$ cat config.mk
export PLATFORM = sky130hd
export DESIGN_NAME = rsa_exp_arbiter_flat
export DESIGN_NICKNAME = d
export VERILOG_FILES = /design/src/rtl/rsa_pkg.sv /design/src/rtl/rsa_exp_arbiter_if.sv /design/src/rtl/rsa_exp_arbiter_rr_pick.sv /design/src/rtl/rsa_exp_arbiter.sv /design/src/flat_wrapper.sv
export SDC_FILE = /design/constraint.sdc
export NUM_CORES = 1
export LEC_CHECK = 0
export CAP_MARGIN = 10
export CORE_AREA = 2 2 219 221
export CTS_BUF_LIST = sky130_fd_sc_hd__clkbuf_8
export CTS_CLUSTER_SIZE = 12
export DETAILED_ROUTE_END_ITERATION = 10
export DIE_AREA = 0 0 221 223
export HOLD_SLACK_MARGIN = 0.02
export PLACE_DENSITY_LB_ADDON = 0.05
export SLEW_MARGIN = 25
export SYNTH_ARGS = -nofsm -noshare
export SYNTH_HDL_FRONTEND = slang
export SYNTH_SLANG_ARGS = --single-unit
export TNS_END_PERCENT = 5
$ cat constraint.sdc
create_clock -name clk -period 7.5 [get_ports clk]
set_clock_uncertainty 0.15 [all_clocks]
set_input_delay 1.5 -clock clk [delete_from_list [all_inputs] [get_ports clk]]
set_output_delay 1.5 -clock clk [all_outputs]
set_load 0.02 [all_outputs]
$ cat src/rtl/rsa_pkg.sv
// Shared types and defaults for the RSA modular-exponentiation arbiter.
// The optional BUSY watchdog is compiled in with ARB_WATCHDOG_EN.
package rsa_pkg;

   typedef enum logic [1:0] {
      IDLE   = 2'd0,
      LAUNCH = 2'd1,
      BUSY   = 2'd2,
      RESP   = 2'd3
   } state_e;

   localparam int          NREQ_DEF    = 4;
   localparam int          DW_DEF      = 32;
   localparam logic [15:0] TIMEOUT_DEF = 16'd65535;

   // Width of a requester index; never narrower than one bit.
   function automatic int ptr_w(input int n);
      return (n > 1) ? $clog2(n) : 1;
   endfunction

endpackage

$ cat src/rtl/rsa_exp_arbiter_if.sv
// Host request/response ports plus engine ports of the exponentiation arbiter.
// Operand buses are flattened: requester i occupies [i*DW +: DW].
interface rsa_exp_arbiter_if
   import rsa_pkg::*;
#(
   parameter int NREQ = NREQ_DEF,
   parameter int DW   = DW_DEF
) ();

   logic [NREQ-1:0]    req_valid;
   logic [NREQ-1:0]    req_ready;
   logic [NREQ*DW-1:0] req_base;
   logic [NREQ*DW-1:0] req_exp;
   logic [NREQ*DW-1:0] req_mod;
   logic [NREQ-1:0]    resp_valid;
   logic [NREQ-1:0]    resp_ready;
   logic [DW-1:0]      resp_r;
   logic               resp_err;
   logic               eng_start;
   logic [DW-1:0]      eng_base;
   logic [DW-1:0]      eng_exp;
   logic [DW-1:0]      eng_mod;
   logic [DW-1:0]      eng_r;
   logic               eng_done;
   logic               busy;

   // Arbiter side.
   modport slave (
      input  req_valid, req_base, req_exp, req_mod, resp_ready, eng_r, eng_done,
      output req_ready, resp_valid, resp_r, resp_err, eng_start,
             eng_base, eng_exp, eng_mod, busy
   );

   // Requesters plus engine side.
   modport master (
      output req_valid, req_base, req_exp, req_mod, resp_ready, eng_r, eng_done,
      input  req_ready, resp_valid, resp_r, resp_err, eng_start,
             eng_base, eng_exp, eng_mod, busy
   );

endinterface

$ cat src/rtl/rsa_exp_arbiter_rr_pick.sv
// Combinational round-robin picker: first asserted request at or above the
// pointer, wrapping, returned as one-hot grant and binary index.
module rr_pick
   import rsa_pkg::*;
#(
   parameter int NREQ = NREQ_DEF,
   parameter int PW   = ptr_w(NREQ)
) (
   input  logic [NREQ-1:0] i_req,
   input  logic [PW-1:0]   i_ptr,
   output logic [NREQ-1:0] o_grant,
   output logic [PW-1:0]   o_idx,
   output logic            o_any
);

   logic [PW:0]     w_sum [NREQ];
   logic [PW-1:0]   w_pos [NREQ];
   logic [NREQ-1:0] w_hit;

   // Slot gi of the rotated view holds requester (ptr + gi) mod NREQ.
   generate
      for (genvar gi = 0; gi < NREQ; gi++) begin : g_rot
         assign w_sum[gi] = {1'b0, i_ptr} + (PW+1)'(gi);
         assign w_pos[gi] = (w_sum[gi] >= (PW+1)'(NREQ))
                          ? PW'(w_sum[gi] - (PW+1)'(NREQ))
                          : w_sum[gi][PW-1:0];
         assign w_hit[gi] = i_req[w_pos[gi]];
      end
   endgenerate

   always_comb begin
      o_idx = '0;
      for (int k = NREQ - 1; k >= 0; k--) begin
         if (w_hit[k]) begin
            o_idx = w_pos[k];
         end
      end
   end

   assign o_any   = |i_req;
   assign o_grant = o_any ? (NREQ'(1) << o_idx) : '0;

endmodule

$ cat src/rtl/rsa_exp_arbiter.sv
// Round-robin scheduler sharing one modular-exponentiation engine among NREQ
// requesters; optional BUSY watchdog enabled by defining ARB_WATCHDOG_EN.
module rsa_exp_arbiter
   import rsa_pkg::*;
#(
   parameter int          NREQ    = NREQ_DEF,
   parameter int          DW      = DW_DEF,
   parameter logic [15:0] TIMEOUT = TIMEOUT_DEF
) (
   input  logic             clk,
   input  logic             rstn,
   rsa_exp_arbiter_if.slave bus
);

   localparam int PW = ptr_w(NREQ);

   state_e          r_state;
   state_e          w_state_next;
   logic [PW-1:0]   r_rr_ptr;
   logic [PW-1:0]   r_owner;
   logic [DW-1:0]   r_eng_base;
   logic [DW-1:0]   r_eng_exp;
   logic [DW-1:0]   r_eng_mod;
   logic [DW-1:0]   r_resp_r;
   logic            r_resp_err;

   logic [NREQ-1:0] w_grant;
   logic [PW-1:0]   w_idx;
   logic            w_any;
   logic [DW-1:0]   w_win_base;
   logic [DW-1:0]   w_win_exp;
   logic [DW-1:0]   w_win_mod;

   logic            w_accept;
   logic            w_reject;
   logic            w_take;
   logic            w_timeout;
   logic            w_resp_hs;
   logic            w_wd_expire;

   rr_pick #(
      .NREQ (NREQ),
      .PW   (PW)
   ) u_pick (
      .i_req   (bus.req_valid),
      .i_ptr   (r_rr_ptr),
      .o_grant (w_grant),
      .o_idx   (w_idx),
      .o_any   (w_any)
   );

   assign w_win_base = bus.req_base[w_idx*DW +: DW];
   assign w_win_exp  = bus.req_exp[w_idx*DW +: DW];
   assign w_win_mod  = bus.req_mod[w_idx*DW +: DW];

`ifdef ARB_WATCHDOG_EN
   logic [15:0] r_wd_cnt;

   // Expiry is flagged on the BUSY cycle whose increment would reach TIMEOUT.
   assign w_wd_expire = (r_state == BUSY) && (r_wd_cnt == TIMEOUT - 16'd1);

   always_ff @(posedge clk or negedge rstn) begin
      if (!rstn) begin
         r_wd_cnt <= '0;
      end else if (r_state == LAUNCH) begin
         r_wd_cnt <= '0;
      end else if (r_state == BUSY) begin
         r_wd_cnt <= r_wd_cnt + 16'd1;
      end
   end
`else
   logic [15:0] w_unused_timeout;

   assign w_unused_timeout = TIMEOUT;
   assign w_wd_expire      = 1'b0;
`endif

   always_ff @(posedge clk or negedge rstn) begin
      if (!rstn) begin
         r_state <= IDLE;
      end else begin
         r_state <= w_state_next;
      end
   end

   always_comb begin
      w_state_next = r_state;
      w_accept     = 1'b0;
      w_reject     = 1'b0;
      w_take       = 1'b0;
      w_timeout    = 1'b0;
      w_resp_hs    = 1'b0;
      case (r_state)
         IDLE: begin
            // req_ready mirrors the grant here, so any pending request is a handshake.
            if (w_any) begin
               if (w_win_mod == '0) begin
                  w_reject     = 1'b1;
                  w_state_next = RESP;
               end else begin
                  w_accept     = 1'b1;
                  w_state_next = LAUNCH;
               end
            end
         end
         LAUNCH: begin
            w_state_next = BUSY;
         end
         BUSY: begin
            if (bus.eng_done) begin
               w_take       = 1'b1;
               w_state_next = RESP;
            end else if (w_wd_expire) begin
               w_timeout    = 1'b1;
               w_state_next = RESP;
            end
         end
         RESP: begin
            if (bus.resp_ready[r_owner]) begin
               w_resp_hs    = 1'b1;
               w_state_next = IDLE;
            end
         end
         default: begin
            w_state_next = IDLE;
         end
      endcase
   end

   always_ff @(posedge clk or negedge rstn) begin
      if (!rstn) begin
         r_rr_ptr   <= '0;
         r_owner    <= '0;
         r_eng_base <= '0;
         r_eng_exp  <= '0;
         r_eng_mod  <= '0;
         r_resp_r   <= '0;
         r_resp_err <= 1'b0;
      end else begin
         if (w_accept || w_reject) begin
            r_owner <= w_idx;
         end
         if (w_accept) begin
            r_eng_base <= w_win_base;
            r_eng_exp  <= w_win_exp;
            r_eng_mod  <= w_win_mod;
         end
         if (w_reject || w_timeout) begin
            r_resp_r   <= '0;
            r_resp_err <= 1'b1;
         end else if (w_take) begin
            r_resp_r   <= bus.eng_r;
            r_resp_err <= 1'b0;
         end
         if (w_resp_hs) begin
            r_rr_ptr <= (r_owner == PW'(NREQ - 1)) ? '0 : r_owner + PW'(1);
         end
      end
   end

   assign bus.req_ready  = (r_state == IDLE) ? w_grant : '0;
   assign bus.resp_valid = (r_state == RESP) ? (NREQ'(1) << r_owner) : '0;
   assign bus.resp_r     = r_resp_r;
   assign bus.resp_err   = r_resp_err;
   assign bus.eng_start  = (r_state == LAUNCH);
   assign bus.eng_base   = r_eng_base;
   assign bus.eng_exp    = r_eng_exp;
   assign bus.eng_mod    = r_eng_mod;
   assign bus.busy       = (r_state != IDLE);

endmodule

$ cat src/flat_wrapper.sv
// flat-port wrapper written by rule: the top's interface ports become plain ports
module rsa_exp_arbiter_flat import rsa_pkg::*;
#(
   parameter int          NREQ    = NREQ_DEF,
   parameter int          DW      = DW_DEF,
   parameter logic [15:0] TIMEOUT = TIMEOUT_DEF
)
  (clk, rstn, bus_req_valid, bus_req_base, bus_req_exp, bus_req_mod, bus_resp_ready, bus_eng_r, bus_eng_done, bus_req_ready, bus_resp_valid, bus_resp_r, bus_resp_err, bus_eng_start, bus_eng_base, bus_eng_exp, bus_eng_mod, bus_busy);
  rsa_exp_arbiter_if #(.NREQ(NREQ), .DW(DW)) bus_i ();
  input  logic clk;
  input  logic rstn;
  input wire logic [$bits(bus_i.req_valid)-1:0] bus_req_valid;
  input wire logic [$bits(bus_i.req_base)-1:0] bus_req_base;
  input wire logic [$bits(bus_i.req_exp)-1:0] bus_req_exp;
  input wire logic [$bits(bus_i.req_mod)-1:0] bus_req_mod;
  input wire logic [$bits(bus_i.resp_ready)-1:0] bus_resp_ready;
  input wire logic [$bits(bus_i.eng_r)-1:0] bus_eng_r;
  input wire logic [$bits(bus_i.eng_done)-1:0] bus_eng_done;
  output wire logic [$bits(bus_i.req_ready)-1:0] bus_req_ready;
  output wire logic [$bits(bus_i.resp_valid)-1:0] bus_resp_valid;
  output wire logic [$bits(bus_i.resp_r)-1:0] bus_resp_r;
  output wire logic [$bits(bus_i.resp_err)-1:0] bus_resp_err;
  output wire logic [$bits(bus_i.eng_start)-1:0] bus_eng_start;
  output wire logic [$bits(bus_i.eng_base)-1:0] bus_eng_base;
  output wire logic [$bits(bus_i.eng_exp)-1:0] bus_eng_exp;
  output wire logic [$bits(bus_i.eng_mod)-1:0] bus_eng_mod;
  output wire logic [$bits(bus_i.busy)-1:0] bus_busy;
  assign bus_i.req_valid = bus_req_valid;
  assign bus_i.req_base = bus_req_base;
  assign bus_i.req_exp = bus_req_exp;
  assign bus_i.req_mod = bus_req_mod;
  assign bus_i.resp_ready = bus_resp_ready;
  assign bus_i.eng_r = bus_eng_r;
  assign bus_i.eng_done = bus_eng_done;
  assign bus_req_ready = bus_i.req_ready;
  assign bus_resp_valid = bus_i.resp_valid;
  assign bus_resp_r = bus_i.resp_r;
  assign bus_resp_err = bus_i.resp_err;
  assign bus_eng_start = bus_i.eng_start;
  assign bus_eng_base = bus_i.eng_base;
  assign bus_eng_exp = bus_i.eng_exp;
  assign bus_eng_mod = bus_i.eng_mod;
  assign bus_busy = bus_i.busy;
  rsa_exp_arbiter #(.NREQ(NREQ), .DW(DW), .TIMEOUT(TIMEOUT)) u_core (.clk(clk), .rstn(rstn), .bus(bus_i));
endmodule
Yosys cells after proc, flatten, opt, wreduce, memory -nomap -nowiden
Index checks and enable logic that the tools add are counted.
{ "totals": {"reg_bits": 135, "in_bits": 427, "out_inout_bits": 139, "word_cells": 85} }
{ "op_classes": {"n_addsub": 8, "order_cmp": 9, "n_eq_ne": 7, "shifts": 5, "n_mux": 41, "reduce_logical": 7} }
{ "op_table": {"columns": ["operator", "count"], "rows": [
  ["$shiftx A128 B8 Y32", 3],
  ["$mux W32", 2],
  ["$logic_not A32 Y1", 1],
  ["$mux W2", 13],
  ["$mux W1", 17],
  ["$lt A2 B3 Y1 const B", 5],
  ["$mux W4", 3],
  ["$bmux W1 S2", 5],
  ["$ge A3 B3 Y1 const B", 3],
  ["$pmux W2 S4", 1],
  ["$shl A1 B2 Y4 const A", 2],
  ["$sub A2 B1 Y2 const B", 4],
  ["$add A2 B2 Y3 const B", 2],
  ["$eq A2 B2 Y1 const B", 3],
  ["$ne A2 B2 Y1 const B", 2],
  ["$reduce_bool A2 Y1", 2],
  ["$reduce_or A4 Y1", 1],
  ["$add A2 B1 Y3 const B", 1],
  ["$ge A2 B3 Y1 const B", 1],
  ["$reduce_and A3 Y1", 1],
  ["$add A2 B1 Y2 const B", 1],
  ["$eq A2 B1 Y1 const B", 1],
  ["$logic_not A2 Y1", 1],
  ["$ne A2 B1 Y1 const B", 1],
  ["$logic_or A1 B1 Y1", 1]
]} }

Depth between registers and ports, before layout
Gate-level depths: netlist of the first run.
{ "logic_depth": {"depth_word": 15, "depth_mapped": 15, "mapped_depth_nobuf": 9} }

By module
From an unflattened synthesis of the first run, not the netlist that was laid out.
{ "unflattened": {"cells_unflattened": 550, "area_unflattened_um2": 7846.3} }
{ "modules_own_cells": {"columns": ["module", "n_inst", "cells_per_inst", "area_per_inst_um2", "seq_area_each_um2"], "rows": [
  ["rsa_exp_arbiter", 1, 521, 7636.1, 3378.2],
  ["rr_pick", 1, 29, 210.2, 0.0]
]} }

Least setup slack after synthesis of the first run
No wires, ideal clock.
{ "synth_timing": {"path_type": "in2out", "start": "input port bus_req_valid[1]", "end": "output port bus_req_ready[1]", "arrival_time_ps": 3370, "required_ps": 5850, "path_slack_ps": 2480, "stages": 9, "path_buffers": 5, "cell_sequence": "mux2i_1 -> and2_1 -> or3_1 -> buf_2 -> buf_6 -> buf_4 -> clkbuf_1 -> buf_1 -> nor3_1"} }
{ "synth_via": {"elab_chain_len": 9, "elab_cells_between_ends": 16, "classes_between": "shift (1); mux (14); reduce/logical (1)"} }
{ "synth_rtl": {"columns": ["item", "line_no", "rtl"], "rows": [
  ["from (decl)", "flat_wrapper.sv:12", "input wire logic [$bits(bus_i.req_valid)-1:0] bus_req_valid;"],
  ["$bmux W1 S2", "rsa_exp_arbiter_rr_pick.sv:27", "assign w_hit[gi] = i_req[w_pos[gi]];"],
  ["$mux W1 (not written as such)", "rsa_exp_arbiter_rr_pick.sv:27", null],
  ["$mux W2 (4 in a row)", "rsa_exp_arbiter_rr_pick.sv:34", "if (w_hit[k]) begin"],
  ["$shl A1 B2 Y4", "rsa_exp_arbiter_rr_pick.sv:41", "assign o_grant = o_any ? (NREQ'(1) << o_idx) : '0;"],
  ["$mux W4 *", "rsa_exp_arbiter_rr_pick.sv:41", null],
  ["$mux W4 *", "rsa_exp_arbiter.sv:161", "assign bus.req_ready = (r_state == IDLE) ? w_grant : '0;"],
  ["to (decl)", "flat_wrapper.sv:19", "output wire logic [$bits(bus_i.req_ready)-1:0] bus_req_ready;"]
]} }
Mark *: on every way between the ends. The rest lies on a longest branch, timed or not. The select of a mux whose other input is x is not followed.

Worst setup path in the final report of the first run
Ends and elaborated chain as after synthesis.

==> summary.log, run 1 <==
[logic_synthesis] cells taking the most area after synthesis dfrtp_1 39%, nand2_1 14%, mux2i_1 11%
[logic_synthesis] number of enable-type register cells in the synthesized netlist 0
[detailed_routing] number of vias per cell 4.21
[logic_synthesis] synth unique cells 37
[cells_and_area] growth of design area from synthesis to finish 76.2%
[clock_tree] clock latency on the worst-skew pair 0.48 ns
[logic_synthesis] Net Count, Synth 1,418
[grt] M1 GR Usage 19.3%
[floorplan] floorplan die height 223 µm
[timing] worst slew margin relative to its limit 34.0%
[floorplan] CORE AREA 47,100 µm²
[grt] met3 routing resource usage after global routing 6.08%
[pwr] total power divided by cell area 345 nW/µm²
[clock_tree] TritonCTS buffer count 17
[grt] gr busiest metal met2
[clock_tree] Post CTS Setup Buffer Count 0
[cells_and_area] count of fill cells added during filler insertion 5,000
[cells_and_area] commonest non-fill, non-tap cell in the layout clkdlybuf4s50_1
[timing] setup repair after global routing missed its margin false
[cells_and_area] Sequential Area 3380 µm²
[critical_path] critical path class input pin to primary output
[critical_path] most frequent cell on the critical path clkdlybuf4s50_1
[floorplan] initial standard-cell utilization of the core 18.3%
[cells_and_area] fraction of final layout cells with drive strength greater than 1 9.47%
[placement] final weighted congestion in routability-driven placement 0.791
[grt] pin count of the biggest net entering global routing 82
[clock_tree] TritonCTS clock tree yes
[placement] pre-CTS setup slack 1.36 ns
[floorplan] number of ports placed on the die boundary 566
[floorplan] floorplan die width 221 µm
[grt] GR Util met2 30.0%
[clock_tree] hold buffer count at CTS 0
[clock_tree] Max Buffers Root-to-Sink 2
[grt] vias in the first global route 9,510
[detailed_routing] average routed wire per standard cell 20.1 µm
[cells_and_area] commonest cells after routing, fill and taps aside 564 x clkdlybuf4s50_1, 328 x nand2_1, 135 x dfrtp_1, 97 x mux2i_1, 82 x mux2_2
[floorplan] row count 80
[cells_and_area] area used by multi-input combinational logic 4800 µm²
[pwr] Max rail drop VDD 0.000136 V
[timing] Final Hold Violating Endpoints 0
[critical_path] crit-path cells clkdlybuf4s50_1 -> mux2i_1 -> and2_1 -> or3_4 -> nor3_1 -> clkdlybuf4s50_1
[timing] max-slew violation count 0
[detailed_routing] Iter 0 DRT Violations 285
[logic_synthesis] cell area after synthesis 8650 µm²
[grt] All-Layer GR Usage 17.0%
[critical_path] data required time of the worst path 5.85 ns
[clock_tree] Clock Sinks 135
[logic_synthesis] predominant post-synthesis flop cell dfrtp_1
[critical_path] Critical Path Max Stage Delay 0.67 ns
[detailed_routing] routed wire length 42,900 µm
[critical_path] critical path capture point type primary output
[status] result of the run completed
[clock_tree] clock input transition at the sequential cells of the worst setup and hold paths 0.08 ns
[critical_path] cell class contributing the biggest share of worst-path delay buffers and inverters
[floorplan] Total Die Area 49,300 µm²
[detailed_routing] Detailed Routing Iterations Pass 1 4
[clock_tree] count of cells resized by post-cts repair 0
[pwr] leakage 6.57 nW
[placement] # port buffers 565
[placement] HPWL after detailed placement 32,800 µm
[timing] final-report setup violation count 0
[timing] f_max 179 MHz
[grt] first-pass GRT wire length 62,300 µm
[critical_path] type of origin of the critical path input pin
[logic_synthesis] area share of the leading cell type in the synthesized netlist 39.1%
[logic_synthesis] register bit count reported by yosys 135
[flow_run] max-cap viol count 0
[critical_path] largest fanout on the critical path 43
[timing] shortest period the worst path allows 5.58 ns
[timing] final critical-path setup slack 1.92 ns
[logic_synthesis] part of the Yosys area used for sequential elements 39.1%
[detailed_routing] number of DRC violations after detailed routing 0
[critical_path] worst path buffer plus inverter count 2
[logic_synthesis] biggest area consumer among synthesized cells dfrtp_1
[logic_synthesis] fraction of registers with async set or reset after synthesis 100%
[detailed_routing] remaining antenna violation count after routing 0
[grt] number of antenna violations at the first check in global routing 8
[timing] slew at the pin closest to its max-slew limit 0.990 ns
[critical_path] slowest cell on the critical path clkdlybuf4s50_1
[hold_path] Hold WC Path Type register to register
[grt] total overflow reported by the global router 0
[critical_path] data arrival time at the worst-slack endpoint 3.93 ns
[timing] sum of negative setup slack 0 ns
[timing] final period utilization 74.4%
[cells_and_area] final net count 1,942
[logic_synthesis] mean area per synthesized cell 8.80 µm²
[timing] Fin Hold WS 0.343 ns
[clock_tree] Clk Tree Root Cell clkbuf_8
[logic_synthesis] Syn. warnings 0
[clock_tree] H-tree Lvls 4
[detailed_routing] vias after detailed routing 9,008
[logic_synthesis] synthesized netlist cell count 983
-- worst paths after layout --
kind / from / end / slack, ns / cells after the start
worst min register to register: u_core.bus.eng_exp[23] / u_core.bus.eng_exp[23] / 0.34 / 1
min in group asynchronous: rstn / u_core.bus.resp_r[15] / 0.93 / 1
max in group asynchronous: rstn / u_core.bus.resp_r[20] / 4.86 / 2
worst max register to register: u_core.r_rr_ptr[1] / u_core.bus.eng_exp[23] / 2.96 / 10
worst min-delay path: u_core.bus.eng_exp[23] / u_core.bus.eng_exp[23] / 0.34 / 1
worst max-delay path: bus_req_valid[1] / bus_req_ready[1] / 1.92 / 6
-- sequential cells by signal, summed over array words and instances (netlist names) --
register and count:
u_core.bus.resp_r 32, u_core.bus.resp_err 1, u_core.bus.eng_base 32, u_core.bus.eng_mod 32
u_core.r_rr_ptr 2, u_core.r_owner 2, u_core.r_state 2, u_core.bus.eng_exp 32
-- synthesized netlist by cell type (5+ instances only) --
library cell,count
and3_1,64
mux2_4,7
buf_1,6
mux2_1,8
mux2_2,82
inv_1,39
nor3_1,5
nand2_1,328
a21boi_0,32
buf_6,6
and2_1,6
buf_2,12
dfrtp_1,135
nand4_1,8
mux2i_1,97
a31oi_1,65
ha_1,8
clkbuf_1,48
-- layout make-up --
type | instances | area share [%]
diodes | 5 | 0.0821
clock buffers | 17 | 1.54
clock inverters | 15 | 0.854
inverters | 39 | 0.961
multi-input cells | 734 | 31.5
flip-flops and latches | 135 | 22.2
well taps | 615 | 5.05
repair buffers | 580 | 37.9
-- worst reg2reg max path: stages (launching register included) --
cell     delay (ns)
dfrtp_1        0.50
nor3b_1        0.37
or3_4          0.66
buf_4          0.54
mux2i_1        0.26
mux2_2         0.19
nand4_1        0.14
nor4_2         0.58
a21oi_4        0.12
buf_4          0.39
mux2_1         0.54
-- metal layers --
layer / up-vias / part of all wire (%)
li1: 4398 / -
met1: 4240 / 40
met2: 333 / 50
met3: 27 / 7.8
met4: 10 / 1.2
met5: - / 0.14
-- where the power goes --
group          internal, mW  total (mW)  switching (mW)
combinational          1.58        3.34            1.76
sequential             1.10        1.32           0.218
clock                 0.261       0.598           0.337
-- through the flow --
stage                     util (%)  total power, mW  instance area (µm²)  instances
after floorplan                  -             3.20                 8650        983
after CTS                     32.3             5.40                15200       2135
after detailed placement      31.5             4.76                14900       2103
final                         32.3             5.26                15200       2140
after global routing          32.3             5.65                15200       2137
after global placement        31.5             4.75                14900       2103
-- cells by family (layout without fill, tap and decap cells) --
kind of cell | count (synthesis) | count (layout) | share of synthesized area (%)
mux | 195 | 195 | 24.4
compound gates | 110 | 110 | 8.56
flops | 135 | 135 | 39.1
fa+ha+maj | 8 | 8 | 1.16
buf+inv | 114 | 651 | 5.77
other cells | 0 | 5 | 0
simple gates | 421 | 421 | 21.0
(Power assumes the default switching activity.)
==> run 2, diff against run 1 <==
clock period = 4.8 ns   (was 7.5 ns; I/O delays follow)
==> summary.log, run 2 (synthesized netlist as in run 1, its figures left out) <==
[critical_path] startpoint of the most critical register-to-register path u_core.r_rr_ptr[1]
[cells_and_area] share of the core filled with cells 32.7%
[floorplan] floorplan die height 223 µm
[critical_path] r2r setup slk 1.12 ns
[timing] final-report setup violation count 0
[critical_path] Worst Reg-to-Reg Cells 11
[detailed_routing] WL met3 3160 µm
[pwr] internal power 4.74 mW
[timing] setup repair after global routing missed its margin false
[timing] Final Hold Violating Endpoints 0
[timing] worst slew margin relative to its limit 44.2%
[grt] total overflow reported by the global router 0
[grt] vias in the first global route 9,429
[critical_path] cell class contributing the biggest share of worst-path delay buffers and inverters
[placement] pre-CTS setup slack 0.0967 ns
[clock_tree] Max Buffers Root-to-Sink 2
[detailed_routing] vias after detailed routing 9,000
[status] result of the run completed
[cells_and_area] commonest cells after routing, fill and taps aside 564 x clkdlybuf4s50_1, 328 x nand2_1, 135 x dfrtp_1, 97 x mux2i_1, 82 x mux2_2
[clock_tree] Clk Tree Root Cell clkbuf_8
[floorplan] initial standard-cell utilization of the core 18.3%
[detailed_routing] Detailed Routing Iterations Pass 1 4
[clock_tree] TritonCTS clock tree yes
[detailed_routing] met2 wire length 21,300 µm
[hold_path] cell depth of the worst min-delay path 2
[clock_tree] count of cells resized by post-cts repair 0
[placement] placement-stage cell area 15,000 µm²
[cells_and_area] Sequential Area 3380 µm²
[pwr] combinational fraction of design power 63.5%
[pwr] total power divided by cell area 545 nW/µm²
[critical_path] worst path buffer plus inverter count 2
[critical_path] data arrival time at the worst-slack endpoint 3.28 ns
[timing] slew at the pin closest to its max-slew limit 0.837 ns
[detailed_routing] average routed wire per standard cell 19.8 µm
[critical_path] critical path class input pin to primary output
[pwr] total power draw 8.39 mW
[floorplan] number of ports placed on the die boundary 566
[pwr] switching power as a share of total power 43.5%
[hold_path] Hold WC Path Type register to register
[cells_and_area] final net count 1,948
[cells_and_area] area used by multi-input combinational logic 4800 µm²
[critical_path] largest fanout on the critical path 18
[cells_and_area] count of fill cells added during filler insertion 4,969
[flow_run] max-cap viol count 0
[critical_path] slowest cell on the critical path clkdlybuf4s50_1
[critical_path] worst setup path start bus_req_valid[1]
[cells_and_area] Non-Filler Cell Area, Final 15,400 µm²
[timing] max-slew violation count 0
[clock_tree] TritonCTS buffer count 17
[cells_and_area] fraction of final layout cells with drive strength greater than 1 9.90%
[grt] pin count of the biggest net entering global routing 130
[floorplan] row count 80
[pwr] net switching power of the design 3.65 mW
[grt] first-pass GRT wire length 62,300 µm
[clock_tree] Clock Sinks 135
[hold_path] Worst Hold Path EP u_core.bus.resp_err
[critical_path] Critical Path Max Stage Delay 0.69 ns
[clock_tree] clock latency on the worst-skew pair 0.48 ns
[timing] f_max 228 MHz
[pwr] Max rail drop VDD 0.000191 V
[detailed_routing] routed wire length 42,400 µm
[floorplan] CORE AREA 47,100 µm²
[placement] final weighted congestion in routability-driven placement 0.768
[placement] HPWL after detailed placement 32,700 µm
[timing] sum of negative setup slack 0 ns
[critical_path] capture instance of the worst register-to-register path u_core.bus.eng_exp[23]
[floorplan] Total Die Area 49,300 µm²
[pwr] Seq pwr share 24.6%
[cells_and_area] growth of design area from synthesis to finish 78.0%
[clock_tree] Post CTS Setup Buffer Count 0
[clock_tree] hold buffer count at CTS 0
[critical_path] data required time of the worst path 3.69 ns
[cells_and_area] commonest non-fill, non-tap cell in the layout clkdlybuf4s50_1
[critical_path] crit-path cells clkdlybuf4s50_1 -> mux2i_1 -> and2_1 -> or3_4 -> nor3_1 -> clkdlybuf4s50_1
[critical_path] most frequent cell on the critical path clkdlybuf4s50_1
[critical_path] critical path capture point type primary output
[timing] shortest period the worst path allows 4.39 ns
[detailed_routing] number of DRC violations after detailed routing 0
[detailed_routing] Iter 0 DRT Violations 346
[detailed_routing] uppermost metal layer occupied by signal nets met5
[grt] All-Layer GR Usage 16.8%
[placement] # port buffers 565
[clock_tree] H-tree Lvls 4
[critical_path] type of origin of the critical path input pin
[detailed_routing] remaining antenna violation count after routing 0
[clock_tree] clock input transition at the sequential cells of the worst setup and hold paths 0.09 ns
[grt] number of antenna violations at the first check in global routing 6
[floorplan] floorplan die width 221 µm
[hold_path] origin of the worst min-delay path u_core.bus.resp_err
[timing] final period utilization 91.4%
[detailed_routing] number of vias per cell 4.20
[detailed_routing] detailed-routing wirelength on met1 17,400 µm
[pwr] clock network fraction of total power 11.8%
[timing] final critical-path setup slack 0.415 ns
[pwr] leakage 6.65 nW
-- run 2: cell types whose count changed in the layout (fill, tap and decap cells not counted), sizes merged --
cell      before  now
bufinv         1    2
clkbuf        17   18
diode          5    3
clkinv         6    5
buf           16   22
clkinvlp       5    4
-- run 2: power groups by stage --
stage,Clock (mW),Sequential (mW),Combinational [mW]
floorplan,0,2.70,2.30
global placement,0,2.09,5.46
detailed placement,0,2.09,5.46
CTS,1.05,2.08,5.48
global route,1.10,2.15,5.77
finish,0.993,2.07,5.33
-- run 2: through the flow --
stage | std cells | hold slack [ns]
after CTS | 2141 | 0.345
after floorplan | 983 | 0.341
after global placement | 2109 | 0.313
final | 2144 | 0.344
after global routing | 2143 | 0.363
after detailed placement | 2109 | 0.322
-- run 2: metal layers --
metal | up-vias | global-route usage (%)
li1 | 4405 | -
met5 | - | 0
met4 | 6 | 3.29
met1 | 4240 | 19.7
met3 | 27 | 6.12
met2 | 322 | 29.6
-- run 2: layout make-up --
type,count,area share [%]
Timing Repair Buffer,586,38.3
Multi-Input combinational cell,734,31.2
Sequential cell,135,21.9
Tap cell,615,5.00
Clock buffer,18,1.61
Clock inverter,14,0.967
Inverter,39,0.951
Antenna cell,3,0.0488
-- run 2: worst register-to-register path, stage by stage, from the launching register on --
cell     delay [ns]
dfrtp_1        0.49
mux2i_1        0.15
and2_1         0.18
or3_4          0.55
buf_12         0.26
mux2i_1        0.17
mux2_2         0.19
nand4_1        0.19
nor4_2         0.47
a21oi_4        0.16
buf_12         0.23
mux2_1         0.38
-- run 2: how the worst max path moves through the flow --
stage          slack (ns)                     end  cells after the start
4_1_cts              0.37        bus_req_ready[3]                      6
2_1_floorplan        0.86        bus_req_ready[1]                      9
3_3_place_gp         0.13  u_core.bus.eng_base[6]                     13
6_report             0.41        bus_req_ready[3]                      6
3_5_place_dp          0.1  u_core.bus.eng_exp[23]                     12
5_1_grt              0.28        bus_req_ready[3]                      6
